==> config.mk <==
export PLATFORM = sky130hd
export DESIGN_NAME = game_sequencer
export DESIGN_NICKNAME = d
export VERILOG_FILES = /design/src/rtl/game_sequencer.sv
export SDC_FILE = /design/constraint.sdc
export NUM_CORES = 1
export LEC_CHECK = 0
export ABC_AREA = 1
export CAP_MARGIN = 20
export CORE_MARGIN = 2
export CORE_UTILIZATION = 49
export CTS_BUF_LIST = sky130_fd_sc_hd__clkbuf_2 sky130_fd_sc_hd__clkbuf_4 sky130_fd_sc_hd__clkbuf_8
export CTS_CLUSTER_SIZE = 20
export DETAILED_ROUTE_END_ITERATION = 6
export HOLD_SLACK_MARGIN = 0.03
export PLACE_DENSITY = 0.8
export SLEW_MARGIN = 30
export SYNTH_ARGS = -nofsm -noshare
export SYNTH_HDL_FRONTEND = slang
export SYNTH_SLANG_ARGS = --single-unit
export TNS_END_PERCENT = 20
==> constraint.sdc <==
create_clock -name CLK100MHZ -period 8.3 [get_ports CLK100MHZ]
set_clock_uncertainty 0.2 [all_clocks]
set_input_delay 1.245 -clock CLK100MHZ [delete_from_list [all_inputs] [get_ports CLK100MHZ]]
set_output_delay 1.245 -clock CLK100MHZ [all_outputs]
set_load 0.02 [all_outputs]
==> src/rtl/game_sequencer.sv <==
// game_sequencer: per-frame scheduler for the layer offsets of the VGA
// compositing datapath. Sequence is COUNTDOWN -> LOGO_SCROLL -> HEAD_SLIDE ->
// RUN. All offsets are registered, signed and update once per frame, on the
// clock after frame_tick. Lane selection in RUN follows debounced buttons
// and takes effect immediately.
//
// Ports:
//   CLK100MHZ     in   system clock
//   CPU_RESETN    in   asynchronous active-low reset
//   VGA_VS        in   vsync, asynchronous; synchronised here, never a clock
//   BTNL / BTNR   in   raw lane buttons (left: lane+1, right: lane-1)
//   restart       in   one-cycle pulse, returns the sequence to COUNTDOWN
//   frame_tick    out  one-cycle pulse per vsync rising edge
//   state         out  0 COUNTDOWN, 1 LOGO_SCROLL, 2 HEAD_SLIDE, 3 RUN
//   logo_hoffset  out  logo layer hoffset
//   head_hoffset  out  head layer hoffset (lane * LANE_OFFSET)
//   head_voffset  out  head layer voffset (slide-in)
//   coin_hoffset  out  coin layer hoffset
//   coin_voffset  out  coin layer voffset
//   coin_valid    out  coin layer enabled (RUN only)
module game_sequencer #(
  parameter int DATA_W           = 12,
  parameter int COUNTDOWN_FRAMES = 50,
  parameter int LOGO_STEP        = 30,
  parameter int LOGO_END         = -600,
  parameter int HEAD_START       = -170,
  parameter int HEAD_STEP        = 17,
  parameter int LANE_OFFSET      = 100,
  parameter int COIN_STEPS       = 60,
  parameter int DEBOUNCE_CYCLES  = 1000000
) (
  input  logic                     CLK100MHZ,
  input  logic                     CPU_RESETN,
  input  logic                     VGA_VS,
  input  logic                     BTNL,
  input  logic                     BTNR,
  input  logic                     restart,
  output logic                     frame_tick,
  output logic [1:0]               state,
  output logic signed [DATA_W-1:0] logo_hoffset,
  output logic signed [DATA_W-1:0] head_hoffset,
  output logic signed [DATA_W-1:0] head_voffset,
  output logic signed [DATA_W-1:0] coin_hoffset,
  output logic signed [DATA_W-1:0] coin_voffset,
  output logic                     coin_valid
);

  localparam int CD_W = $clog2(COUNTDOWN_FRAMES + 1);
  localparam int DB_W = $clog2(DEBOUNCE_CYCLES);

  localparam logic signed [DATA_W-1:0] LOGO_END_S   = DATA_W'(LOGO_END);
  localparam logic signed [DATA_W-1:0] HEAD_START_S = DATA_W'(HEAD_START);
  localparam logic signed [DATA_W-1:0] COIN_H0      = DATA_W'(-200);
  localparam logic signed [DATA_W-1:0] COIN_V0      = DATA_W'(-40);

  typedef enum logic [1:0] {
    S_COUNTDOWN = 2'd0,
    S_LOGO      = 2'd1,
    S_HEAD      = 2'd2,
    S_RUN       = 2'd3
  } state_e;

  // Logo scroll step, clamped at LOGO_END; one extra bit so the
  // subtraction itself can never wrap before the clamp.
  function automatic logic signed [DATA_W-1:0] sat_logo(input logic signed [DATA_W-1:0] x);
    logic signed [DATA_W:0] t;
    t = {x[DATA_W-1], x} - (DATA_W+1)'(LOGO_STEP);
    if (t < (DATA_W+1)'(LOGO_END)) return LOGO_END_S;
    return t[DATA_W-1:0];
  endfunction

  // Head slide step, clamped at 0.
  function automatic logic signed [DATA_W-1:0] sat_head(input logic signed [DATA_W-1:0] x);
    logic signed [DATA_W:0] t;
    t = {x[DATA_W-1], x} + (DATA_W+1)'(HEAD_STEP);
    if (t > 0) return '0;
    return t[DATA_W-1:0];
  endfunction

  // Saturating lane step; simultaneous edges cancel.
  function automatic logic signed [1:0] lane_step(input logic signed [1:0] l, input logic [1:0] rise);
    logic signed [1:0] r;
    r = l;
    if (rise == 2'b01 && l != 2'sd1)  r = l + 2'sd1;
    if (rise == 2'b10 && l != -2'sd1) r = l - 2'sd1;
    return r;
  endfunction

  function automatic logic signed [DATA_W-1:0] lane_to_offset(input logic signed [1:0] l);
    if (l == 2'sd1)  return DATA_W'(LANE_OFFSET);
    if (l == -2'sd1) return DATA_W'(-LANE_OFFSET);
    return '0;
  endfunction

  // ---- frame tick: 2-flop sync, edge detect, registered pulse ----
  logic vs_meta_q, vs_sync_q, vs_prev_q, frame_tick_q;

  always_ff @(posedge CLK100MHZ or negedge CPU_RESETN) begin
    if (!CPU_RESETN) begin
      vs_meta_q    <= 1'b0;
      vs_sync_q    <= 1'b0;
      vs_prev_q    <= 1'b0;
      frame_tick_q <= 1'b0;
    end else begin
      vs_meta_q    <= VGA_VS;
      vs_sync_q    <= vs_meta_q;
      vs_prev_q    <= vs_sync_q;
      frame_tick_q <= vs_sync_q & ~vs_prev_q;
    end
  end

  // ---- buttons: bit 0 = BTNL, bit 1 = BTNR ----
  logic [1:0]      btn_raw;
  logic [1:0]      btn_meta_q, btn_sync_q, btn_db_q, btn_db_prev_q;
  logic [DB_W-1:0] btn_cnt_q [2];
  logic [1:0]      btn_rise;

  assign btn_raw  = {BTNR, BTNL};
  assign btn_rise = btn_db_q & ~btn_db_prev_q;

  // The counter only runs while the synchronised level differs from the
  // accepted level; any return to the accepted level reloads it.
  always_ff @(posedge CLK100MHZ or negedge CPU_RESETN) begin
    if (!CPU_RESETN) begin
      btn_meta_q    <= '0;
      btn_sync_q    <= '0;
      btn_db_q      <= '0;
      btn_db_prev_q <= '0;
      for (int b = 0; b < 2; b++) btn_cnt_q[b] <= '0;
    end else begin
      btn_meta_q    <= btn_raw;
      btn_sync_q    <= btn_meta_q;
      btn_db_prev_q <= btn_db_q;
      for (int b = 0; b < 2; b++) begin
        if (btn_sync_q[b] == btn_db_q[b]) begin
          btn_cnt_q[b] <= '0;
        end else if (btn_cnt_q[b] == DB_W'(DEBOUNCE_CYCLES - 1)) begin
          btn_cnt_q[b] <= '0;
          btn_db_q[b]  <= btn_sync_q[b];
        end else begin
          btn_cnt_q[b] <= btn_cnt_q[b] + 1'b1;
        end
      end
    end
  end

  // ---- sequencer ----
  state_e                     state_q, state_d;
  logic [CD_W-1:0]            countdown_q, countdown_d;
  logic signed [DATA_W-1:0]   logo_q, logo_d;
  logic signed [DATA_W-1:0]   headv_q, headv_d;
  logic signed [DATA_W-1:0]   headh_q, headh_d;
  logic signed [1:0]          lane_q, lane_d;
  logic [5:0]                 coinloc_q, coinloc_d;
  logic signed [DATA_W-1:0]   coinh_q, coinh_d;
  logic signed [DATA_W-1:0]   coinv_q, coinv_d;
  logic                       coin_valid_q, coin_valid_d;
  logic signed [DATA_W-1:0]   loc_s;

  always_ff @(posedge CLK100MHZ or negedge CPU_RESETN) begin
    if (!CPU_RESETN) begin
      state_q      <= S_COUNTDOWN;
      countdown_q  <= CD_W'(COUNTDOWN_FRAMES);
      logo_q       <= '0;
      headv_q      <= HEAD_START_S;
      headh_q      <= '0;
      lane_q       <= '0;
      coinloc_q    <= '0;
      coinh_q      <= COIN_H0;
      coinv_q      <= COIN_V0;
      coin_valid_q <= 1'b0;
    end else begin
      state_q      <= state_d;
      countdown_q  <= countdown_d;
      logo_q       <= logo_d;
      headv_q      <= headv_d;
      headh_q      <= headh_d;
      lane_q       <= lane_d;
      coinloc_q    <= coinloc_d;
      coinh_q      <= coinh_d;
      coinv_q      <= coinv_d;
      coin_valid_q <= coin_valid_d;
    end
  end

  always_comb begin
    state_d     = state_q;
    countdown_d = countdown_q;
    logo_d      = logo_q;
    headv_d     = headv_q;
    lane_d      = lane_q;
    coinloc_d   = coinloc_q;
    coinh_d     = coinh_q;
    coinv_d     = coinv_q;
    loc_s       = '0;

    // restart beats a coincident frame_tick: that tick is dropped.
    if (restart) begin
      state_d     = S_COUNTDOWN;
      countdown_d = CD_W'(COUNTDOWN_FRAMES);
      logo_d      = '0;
      headv_d     = HEAD_START_S;
      lane_d      = '0;
      coinloc_d   = '0;
      coinh_d     = COIN_H0;
      coinv_d     = COIN_V0;
    end else begin
      if (frame_tick_q) begin
        case (state_q)
          S_COUNTDOWN: begin
            if (countdown_q == CD_W'(1)) begin
              countdown_d = '0;
              state_d     = S_LOGO;
            end else begin
              countdown_d = countdown_q - 1'b1;
            end
          end
          S_LOGO: begin
            logo_d = sat_logo(logo_q);
            if (logo_d == LOGO_END_S) state_d = S_HEAD;
          end
          S_HEAD: begin
            headv_d = sat_head(headv_q);
            if (headv_d == '0) state_d = S_RUN;
          end
          default: begin
            coinloc_d = (coinloc_q == 6'(COIN_STEPS - 1)) ? 6'd0 : coinloc_q + 6'd1;
            loc_s     = DATA_W'(coinloc_d);
            coinh_d   = COIN_H0 + loc_s;
            coinv_d   = COIN_V0 - ((loc_s <<< 2) + (loc_s <<< 1));
          end
        endcase
      end
      // Button edges outside RUN are simply dropped.
      if (state_q == S_RUN) lane_d = lane_step(lane_q, btn_rise);
    end

    headh_d      = lane_to_offset(lane_d);
    coin_valid_d = (state_d == S_RUN);
  end

  assign frame_tick   = frame_tick_q;
  assign state        = state_q;
  assign logo_hoffset = logo_q;
  assign head_hoffset = headh_q;
  assign head_voffset = headv_q;
  assign coin_hoffset = coinh_q;
  assign coin_voffset = coinv_q;
  assign coin_valid   = coin_valid_q;

endmodule

==> results of run 1 <==
report_power, final:
group	total [mW]	leakage, nW	internal [mW]	switching [mW]
Sequential	0.529	1.39	0.525	0.00466
Clock	0.331	0.0962	0.142	0.189
Combinational	0.0427	1.77	0.0105	0.0322
Total	0.903	3.25	0.677	0.226
layout make-up:
class                      instances  area [sq um]
clock buffer                       9           124
clock inverter                     7          76.3
fill                            1083          5200
inverter                         115           432
multi-input combinational        502          2670
sequential                       106          2680
tap                              147           184
timing repair buffer              60           596
Yosys cell counts (all sizes together) (5+ instances only):
library cell,number,area share [%]
clkbuf,8,0.57
nor3,22,1.9
a21oi,44,3.8
buf,24,3.0
xor2,17,2.5
nand4,19,2.1
ha,19,4.0
o22ai,9,0.94
dfstp,20,8.8
inv,113,7.1
nand2,139,8.9
nor2,98,6.5
xnor2,11,1.6
nand3,51,4.7
a31oi,5,0.52
dfrtp,86,36
o21ai,26,2.4
cell usage in the layout, fill, tap and decap left out, types with 5 or more instances in the layout:
cell	n
nand3_2	5
nand3_1	46
ha_1	19
clkbuf_8	9
a31oi_1	5
nor2_1	90
o21ai_0	23
a21oi_1	43
o22ai_1	9
xor2_1	17
dfstp_2	20
xnor2_1	11
nand4_1	18
dfrtp_1	86
conb_1	10
nand2_1	135
nor2_2	8
inv_1	110
clkdlybuf4s50_1	58
nor3_1	21
per-layer routing:
layer / part of all wire, % / up-vias
li1: - / 2478
met1: 48 / 2315
met2: 47 / 102
met3: 3.8 / 19
met4: 1.4 / 0
met5: 0 / -
worst paths after layout:
| path | start | endpoint | slack, ps |
|---|---|---|---|
| max | coinloc_q[1]$_DFFE_PN0P_ | coin_voffset[8]$_DFFE_PN1P_ | 4960 |
| min | btn_meta_q[0]$_DFF_PN0_ | btn_sync_q[0]$_DFF_PN0_ | 150 |
| min in group asynchronous | CPU_RESETN | head_voffset[3]$_DFFE_PN0P_ | 690 |
| min reg2reg | btn_meta_q[0]$_DFF_PN0_ | btn_sync_q[0]$_DFF_PN0_ | 150 |
| max reg2reg | coinloc_q[1]$_DFFE_PN0P_ | coin_voffset[8]$_DFFE_PN1P_ | 4960 |
| max in group asynchronous | CPU_RESETN | btn_cnt_q[20]$_DFF_PN0_ | 6080 |
critical path: stages (launching register included):
cell	delay, ps
dfrtp_1	470
ha_1	240
nand4_1	160
inv_1	80
nor3_1	460
ha_1	390
a21oi_1	180
nand2_1	110
a21o_1	170
a21oi_1	150
xor2_1	270
nand2_1	110
xnor2_1	140
o22ai_1	110
inv_1	60
stage by stage:
| stage | setup slack, ps | total power, mW |
|---|---|---|
| 6_report | 4960 | 0.903 |
| 5_1_grt | 4690 | 0.940 |
| 3_3_place_gp | 5160 | 0.581 |
| 2_1_floorplan | 5330 | 0.567 |
| 4_1_cts | 4980 | 0.913 |
| 3_5_place_dp | 5010 | 0.582 |
cells by family (layout without fill, tap and decap cells):
kind of cell / Yosys count / in the layout / share of synthesized area [%]
other: 2 / 10 / 0.126
AOI/OAI and AO/OA: 100 / 100 / 9.80
xor gates and xnor gates: 28 / 28 / 4.11
muxes: 1 / 1 / 0.189
DFF: 106 / 106 / 44.9
buffers and inverters: 147 / 191 / 10.8
adders and majority gates: 20 / 20 / 4.32
and+or+nand+nor: 343 / 343 / 25.7
registers in the layout (all words and copies together), names as in the netlist, 2 cells and up:
register and cells:
btn_cnt_q 40, btn_db_prev_q 2, logo_hoffset 12, coin_hoffset 4, coin_voffset 7, countdown_q 6
state 2, btn_sync_q 2, coinloc_q 6, btn_meta_q 2, head_voffset 12, btn_db_q 2
head_hoffset 3
==> results.toml, run 1 <==
[worst_setup_path]
crit_fanout = 7
crit_path_end_kind = "register"
crit_required_ps = 8420
arrival_ps = 3460
criticalPathCategory = "reg2reg"
critical_path.startpoint_type = "register"
reg2reg_depth = 14

[routing]
ant_nets = 0
drcViolationCount = 0
viasPerCell = 5.19
drt-wirelength-per-cell_microns = 12.4
first_pass_iters = 5
drt-initial-drc-count = 311
wl_microns = 11800
via_count = 4914

[floorplanning]
start_util_pct = 49.9
core_sq_mm = 0.0120
dieArea_sq_mm = 0.0131
fp-row-count = 40
die_h_microns = 114
die_w_microns = 114
top_level_ports = 70

[cells_and_area]
final_layout_size_suffix_gt1_share_pct = 9.01
design_area_sq_mm = 0.00676
num_antenna_cells = 0
fin_util_pct = 56.5
area_growth_pct = 13.3
fin_cells = 946
fin_nets = 820

[timing]
fin_crit_sh_pct = 40.2
period_needed_ps = 3340
whs_ps = 155
worstMarginPinSlew_ps = 674
finalMaxSlewViolations = 0
fin_tns_setup_ps = 0
slew_headroom_pct = 55.0
hold_violations = 0
rsz0062_at_grt = "no"
fmax_mhz = 300
setup_viol_count_final = 0

[placed_design]
numPortBuffers = 59
place_area_sq_mm = 0.00656
post-dp-hpwl_microns = 8560
place_congestion = 0.867
place_inst = 930

[logic_synthesis]
ys_ff_latch = 106
synth_edf_count = 0
synthArstFlopShare_pct = 100
syn_area_sq_mm = 0.00596
ys_warn_count = 0
ys.flop_type = "dfrtp_1"
ys_types = 45
synth_cells = 747
avgSynthCellArea_sq_um = 7.98
ys_seq_area_share_pct = 44.9

[hold_path]
hold_path.class = "reg2reg"
whs_path_depth = 0

[global_routing]
grt.overflow.total = 0
track_usage_pct = 19.0
grt_pass1_wl_microns = 20200
busiest_layer = "met2"
grt_pass1_vias = 4502
met3_usage_pct = 3.71
grt_max_degree = 55
antenna_found_initial = 0
grtUsageMet2_pct = 30.5
grt_use_met1_pct = 25.8

[clock_network]
cts_tree = "done"
cts_hold_buf = 0
clk_pin_slew_ps = 110
clock-sinks = 106
cts_resized = 0
cts_max_path_buffers = 2
htree_levels = 3
cts_root_buf = "clkbuf_8"
cts_setup_buffers = 0
insertion_delay_ps = 380
cts_buffers = 9

[run]
drv_cap = 0

[power]
max-vdd-ir-drop_uv = 85.4
p_leak_nw = 3.25
p_per_area_mw_per_mm2 = 134

[run_status]
status = "finished, final reports clean"
No activity file was read; power rests on OpenSTA's default activity.
==> run 2, diff against run 1 <==
==> constraint.sdc (replaced) <==
create_clock -name CLK100MHZ -period 3.5 [get_ports CLK100MHZ]
set_clock_uncertainty 0.2 [all_clocks]
set_input_delay 0.525 -clock CLK100MHZ [delete_from_list [all_inputs] [get_ports CLK100MHZ]]
set_output_delay 0.525 -clock CLK100MHZ [all_outputs]
set_load 0.02 [all_outputs]
==> results.toml, run 2 (synthesized netlist as in run 1, its figures left out) <==
[run_status]
status = "finished, final reports clean"

[cells_and_area]
nFillCells = 1050
multi_input_area_sq_mm = 0.00267
fin_util_pct = 57.1
fin_nets = 824
layout_common_cells = "nand2_1 (135), inv_1 (110), nor2_1 (90), dfrtp_1 (86), clkdlybuf4s50_1 (58)"
regArea_sq_mm = 0.00268
largest_register_ffs = 40
num_antenna_cells = 0
area_growth_pct = 14.5
final_layout_size_suffix_gt1_share_pct = 9.34
layout_commonest_cell = "nand2_1"
fin_cells = 950
design_area_sq_mm = 0.00683
largest-register = "btn_cnt_q"

[timing]
slew_headroom_pct = 56.3
fin_crit_sh_pct = 86.7
worstMarginPinSlew_ps = 655
finalMaxSlewViolations = 0
period_needed_ps = 3040
rsz0062_at_grt = "no"
whs_ps = 156
fin_tns_setup_ps = 0
hold_violations = 0
setup_viol_count_final = 0
fmax_mhz = 329

[clock_network]
cts_tree = "done"
clk_pin_slew_ps = 100
insertion_delay_ps = 400
cts_root_buf = "clkbuf_8"
cts_setup_buffers = 0
cts_max_path_buffers = 2
cts_buffers = 9
clock-sinks = 106
htree_levels = 3

[floorplanning]
core_sq_mm = 0.0120
die_w_microns = 114
start_util_pct = 49.9
dieArea_sq_mm = 0.0131
top_level_ports = 70
die_h_microns = 114
fp-row-count = 40

[routing]
ant_nets = 0
drt-initial-drc-count = 338
drt-wirelength-per-cell_microns = 12.5
via_count = 4904
drcViolationCount = 0
viasPerCell = 5.16
first_pass_iters = 5
wl_microns = 11800

[placed_design]
numPortBuffers = 59
post-dp-hpwl_microns = 8610
place_area_sq_mm = 0.00660
place_congestion = 0.896
place_inst = 933

[hold_path]
hp-start = "btn_meta_q[0]$_DFF_PN0_"
hold_path.class = "reg2reg"

[global_routing]
track_usage_pct = 19.1
antenna_found_initial = 0
grt.overflow.total = 0
grt_pass1_wl_microns = 20000
grt_pass1_vias = 4552
grt_max_degree = 53

[worst_setup_path]
crit_required_ps = 3640
r2r_start = "coinloc_q[1]$_DFFE_PN0P_"
cp_top_family = "simple AND/OR/NAND/NOR gates"
critical_path.startpoint_type = "register"
criticalPathCategory = "reg2reg"
critPathMaxStageDelay_ps = 470
arrival_ps = 3170
critPathLaunch = "coinloc_q[1]$_DFFE_PN0P_"
crit_slowest_cell = "dfrtp_1"
cp_num_buf_inv = 3
crit_fanout = 7
crit_path_end_kind = "register"
crit_chain = "ha_1 -> nand4_1 -> inv_1 -> nor3_1 -> buf_4 -> ha_1 -> nand3_1 -> nand2_1 -> a21o_1 -> a21oi_1 -> xor2_1 -> nand2_1 -> xnor2_1 -> o22ai_1 -> inv_1"

[power]
p_per_area_mw_per_mm2 = 326
max-vdd-ir-drop_uv = 180
p_leak_nw = 3.29

[run]
drv_cap = 0
[run 2: final timing paths]
kind | to | slack (ps) | cells after the start
worst max-delay path | coin_voffset[8]$_DFFE_PN1P_ | 460 | 15
worst min-delay path | btn_sync_q[0]$_DFF_PN0_ | 160 | 0
worst max register to register | coin_voffset[8]$_DFFE_PN1P_ | 460 | 15
max in group asynchronous | head_voffset[11]$_DFFE_PN1P_ | 1880 | 3
worst min register to register | btn_sync_q[0]$_DFF_PN0_ | 160 | 0
min in group asynchronous | head_voffset[3]$_DFFE_PN0P_ | 490 | 2
[run 2: layout make-up]
cell class	instances	area share [%]
clock buffer	9	1.81
multi-input combinational	502	39.1
tap	147	2.69
timing repair buffer	64	9.38
inverter	115	6.32
clock inverter	7	1.45
sequential	106	39.2
[run 2: timing repair]
action | CTS | global route
resized for setup | 0 | 0
hold buffers | 1 | 0
hold endpoints to repair | 44 | 0
[run 2: power by group]
group          switching [mW]  internal, mW  total (mW)  leakage, nW
clock network           0.458         0.409       0.867        0.111
registers              0.0112          1.24        1.26         1.39
logic                  0.0781        0.0280       0.106         1.79
[run 2: metal layers]
layer	up-vias	wire length [microns]	global-route usage, %
met5	-	0	0
met4	0	150	7.24
met3	12	487	4.39
met2	79	5600	31.2
met1	2323	5600	24.9
li1	2490	-	-
[run 2: metrics by stage]
step / worst slack (ps) / total power [mW]
finish: 464 / 2.23
global route: 191 / 2.32
CTS: 453 / 2.25
detailed placement: 479 / 1.39
global placement: 590 / 1.38
floorplan: 530 / 1.34
[run 2: worst reg2reg max path: cells and delay by family (launching register included)]
| family | cells | cell delay (ps) |
|---|---|---|
| XOR/XNOR | 2 | 430 |
| AO/OA/AOI/OAI | 3 | 410 |
| AND/OR/NAND/NOR | 5 | 660 |
| adder cells (fa/ha/maj) | 2 | 470 |
| flip-flops | 1 | 470 |
| buffers and inverters | 3 | 330 |
==> run 3, diff against run 2 <==
--- a/config.mk
+++ b/config.mk
@@ -7,13 +7,15 @@
 export LEC_CHECK = 0
 export ABC_AREA = 1
 export CAP_MARGIN = 20
+export CELL_PAD_IN_SITES_DETAIL_PLACEMENT = 2
+export CELL_PAD_IN_SITES_GLOBAL_PLACEMENT = 2
 export CORE_MARGIN = 2
-export CORE_UTILIZATION = 49
+export CORE_UTILIZATION = 34
 export CTS_BUF_LIST = sky130_fd_sc_hd__clkbuf_2 sky130_fd_sc_hd__clkbuf_4 sky130_fd_sc_hd__clkbuf_8
 export CTS_CLUSTER_SIZE = 20
 export DETAILED_ROUTE_END_ITERATION = 6
 export HOLD_SLACK_MARGIN = 0.03
-export PLACE_DENSITY = 0.8
+export PLACE_DENSITY = 0.9
 export SLEW_MARGIN = 30
 export SYNTH_ARGS = -nofsm -noshare
 export SYNTH_HDL_FRONTEND = slang
==> results.toml, run 3 (synthesized netlist as in run 1, its figures left out) <==
[run]
drv_cap = 0

[routing]
ant_nets = 0
wl_microns = 16800
drcViolationCount = 0
drt-initial-drc-count = 211
m1WireLength_microns = 7840
first_pass_iters = 4
top_layer = "met4"
wl_met3_microns = 398
via_count = 5166
drt-wirelength-per-cell_microns = 16.3
met2_length_microns = 8320
viasPerCell = 5.01

[cells_and_area]
layout_commonest_cell = "nand2_1"
nFillCells = 2000
final_layout_size_suffix_gt1_share_pct = 10.2
fin_nets = 828
largest_register_ffs = 40
layout_common_cells = "nand2_1 (134), inv_1 (110), nor2_1 (90), dfrtp_1 (85), clkdlybuf4s50_1 (58)"
largest-register = "btn_cnt_q"
num_antenna_cells = 0
area_growth_pct = 16.2
design_area_sq_mm = 0.00693
fin_util_pct = 40.2

[clock_network]
insertion_delay_ps = 400
cts_buffers = 9
cts_max_path_buffers = 2
cts_root_buf = "clkbuf_8"
clk_pin_slew_ps = 110
clock-sinks = 106
cts_tree = "done"
htree_levels = 3

[global_routing]
antenna_found_initial = 0
grt_pass1_wl_microns = 28500
track_usage_pct = 19.3
grt_pass1_vias = 5669
grt.overflow.total = 0
grt_max_degree = 51

[timing]
fmax_mhz = 306
period_needed_ps = 3270
fin_tns_setup_ps = 0
worstMarginPinSlew_ps = 554
setup_viol_count_final = 0
slew_headroom_pct = 63.1
fin_crit_sh_pct = 93.4
hold_violations = 0
finalMaxSlewViolations = 0

[worst_setup_path]
criticalPathCategory = "reg2reg"
crit_fanout = 6
crit_required_ps = 3640
arrival_ps = 3410
crit_path_end_kind = "register"
critical_path.startpoint_type = "register"

[placed_design]
place_congestion = 0.797
place_area_sq_mm = 0.00671
post-dp-hpwl_microns = 12400
numPortBuffers = 59

[hold_path]
hold_path.class = "reg2reg"

[floorplanning]
core_sq_mm = 0.0172
start_util_pct = 34.6
die_w_microns = 136
top_level_ports = 70
fp-row-count = 48
die_h_microns = 136
dieArea_sq_mm = 0.0186

[power]
p_total_mw = 2.14
p_per_area_mw_per_mm2 = 308
max-vdd-ir-drop_uv = 162
p_leak_nw = 3.28

[run_status]
status = "finished, final reports clean"
-- run 3: area by class of cell --
| type | count | area (sq um) | area share [%] |
|---|---|---|---|
| timing repair buffer | 68 | 671 | 9.68 |
| clock buffer | 10 | 138 | 1.99 |
| inverter | 115 | 432 | 6.23 |
| multi-input combinational | 502 | 2680 | 38.7 |
| clock inverter | 6 | 48.8 | 0.704 |
| sequential | 106 | 2680 | 38.7 |
| tap | 225 | 282 | 4.06 |
-- run 3: final timing paths --
kind                                     startpoint                           to  slack, ps  depth (start not counted)
hold / removal                  vs_meta_q$_DFF_PN0_          vs_sync_q$_DFF_PN0_        170                          0
setup reg to reg           coinloc_q[0]$_DFFE_PN0P_  coin_voffset[8]$_DFFE_PN1P_        230                         14
max in group asynchronous                CPU_RESETN  coin_voffset[7]$_DFFE_PN1P_       1890                          3
hold reg to reg                 vs_meta_q$_DFF_PN0_          vs_sync_q$_DFF_PN0_        170                          0
min in group asynchronous                CPU_RESETN  logo_hoffset[8]$_DFFE_PN0P_        430                          2
setup / recovery           coinloc_q[0]$_DFFE_PN0P_  coin_voffset[8]$_DFFE_PN1P_        230                         14
-- run 3: worst max-delay path: stages (launching register included) --
cell,delay (ps)
dfrtp_1,450
ha_1,270
nand4_1,180
nand2_1,80
nor2_1,270
ha_1,350
a21oi_1,190
nand2_1,110
a21o_1,180
a21oi_1,190
xor2_1,320
nand2_1,110
xnor2_1,140
o22ai_1,120
inv_1,50
-- run 3: timing repair --
| item | CTS | global route |
|---|---|---|
| resized for setup | 0 | 3 |
| hold buffers | 1 | 0 |
| setup buffers | 0 | 2 |
| endpoints found under the setup margin | 0 | 1 |
| endpoints found under the hold margin | 27 | 0 |
-- run 3: power breakdown --
part           internal (mW)  switching (mW)
logic                 0.0297          0.0855
clock network          0.286           0.478
registers               1.24          0.0126
-- run 3: per-layer routing --
| metal | vias to the layer above | GRT usage (%) |
|---|---|---|
| met2 | 78 | 33.1 |
| met1 | 2579 | 25.1 |
| li1 | 2485 | - |
| met4 | 0 | 6.54 |
| met3 | 24 | 2.35 |
| met5 | - | 0 |
-- run 3: stage by stage --
step	setup slack, ps	hold WS [ps]	instances
final	231	166	1032
after global routing	-80.7	175	1032
after CTS	187	171	1030
after detailed placement	315	145	1013
after global placement	552	133	1013
after floorplan	530	29.4	755
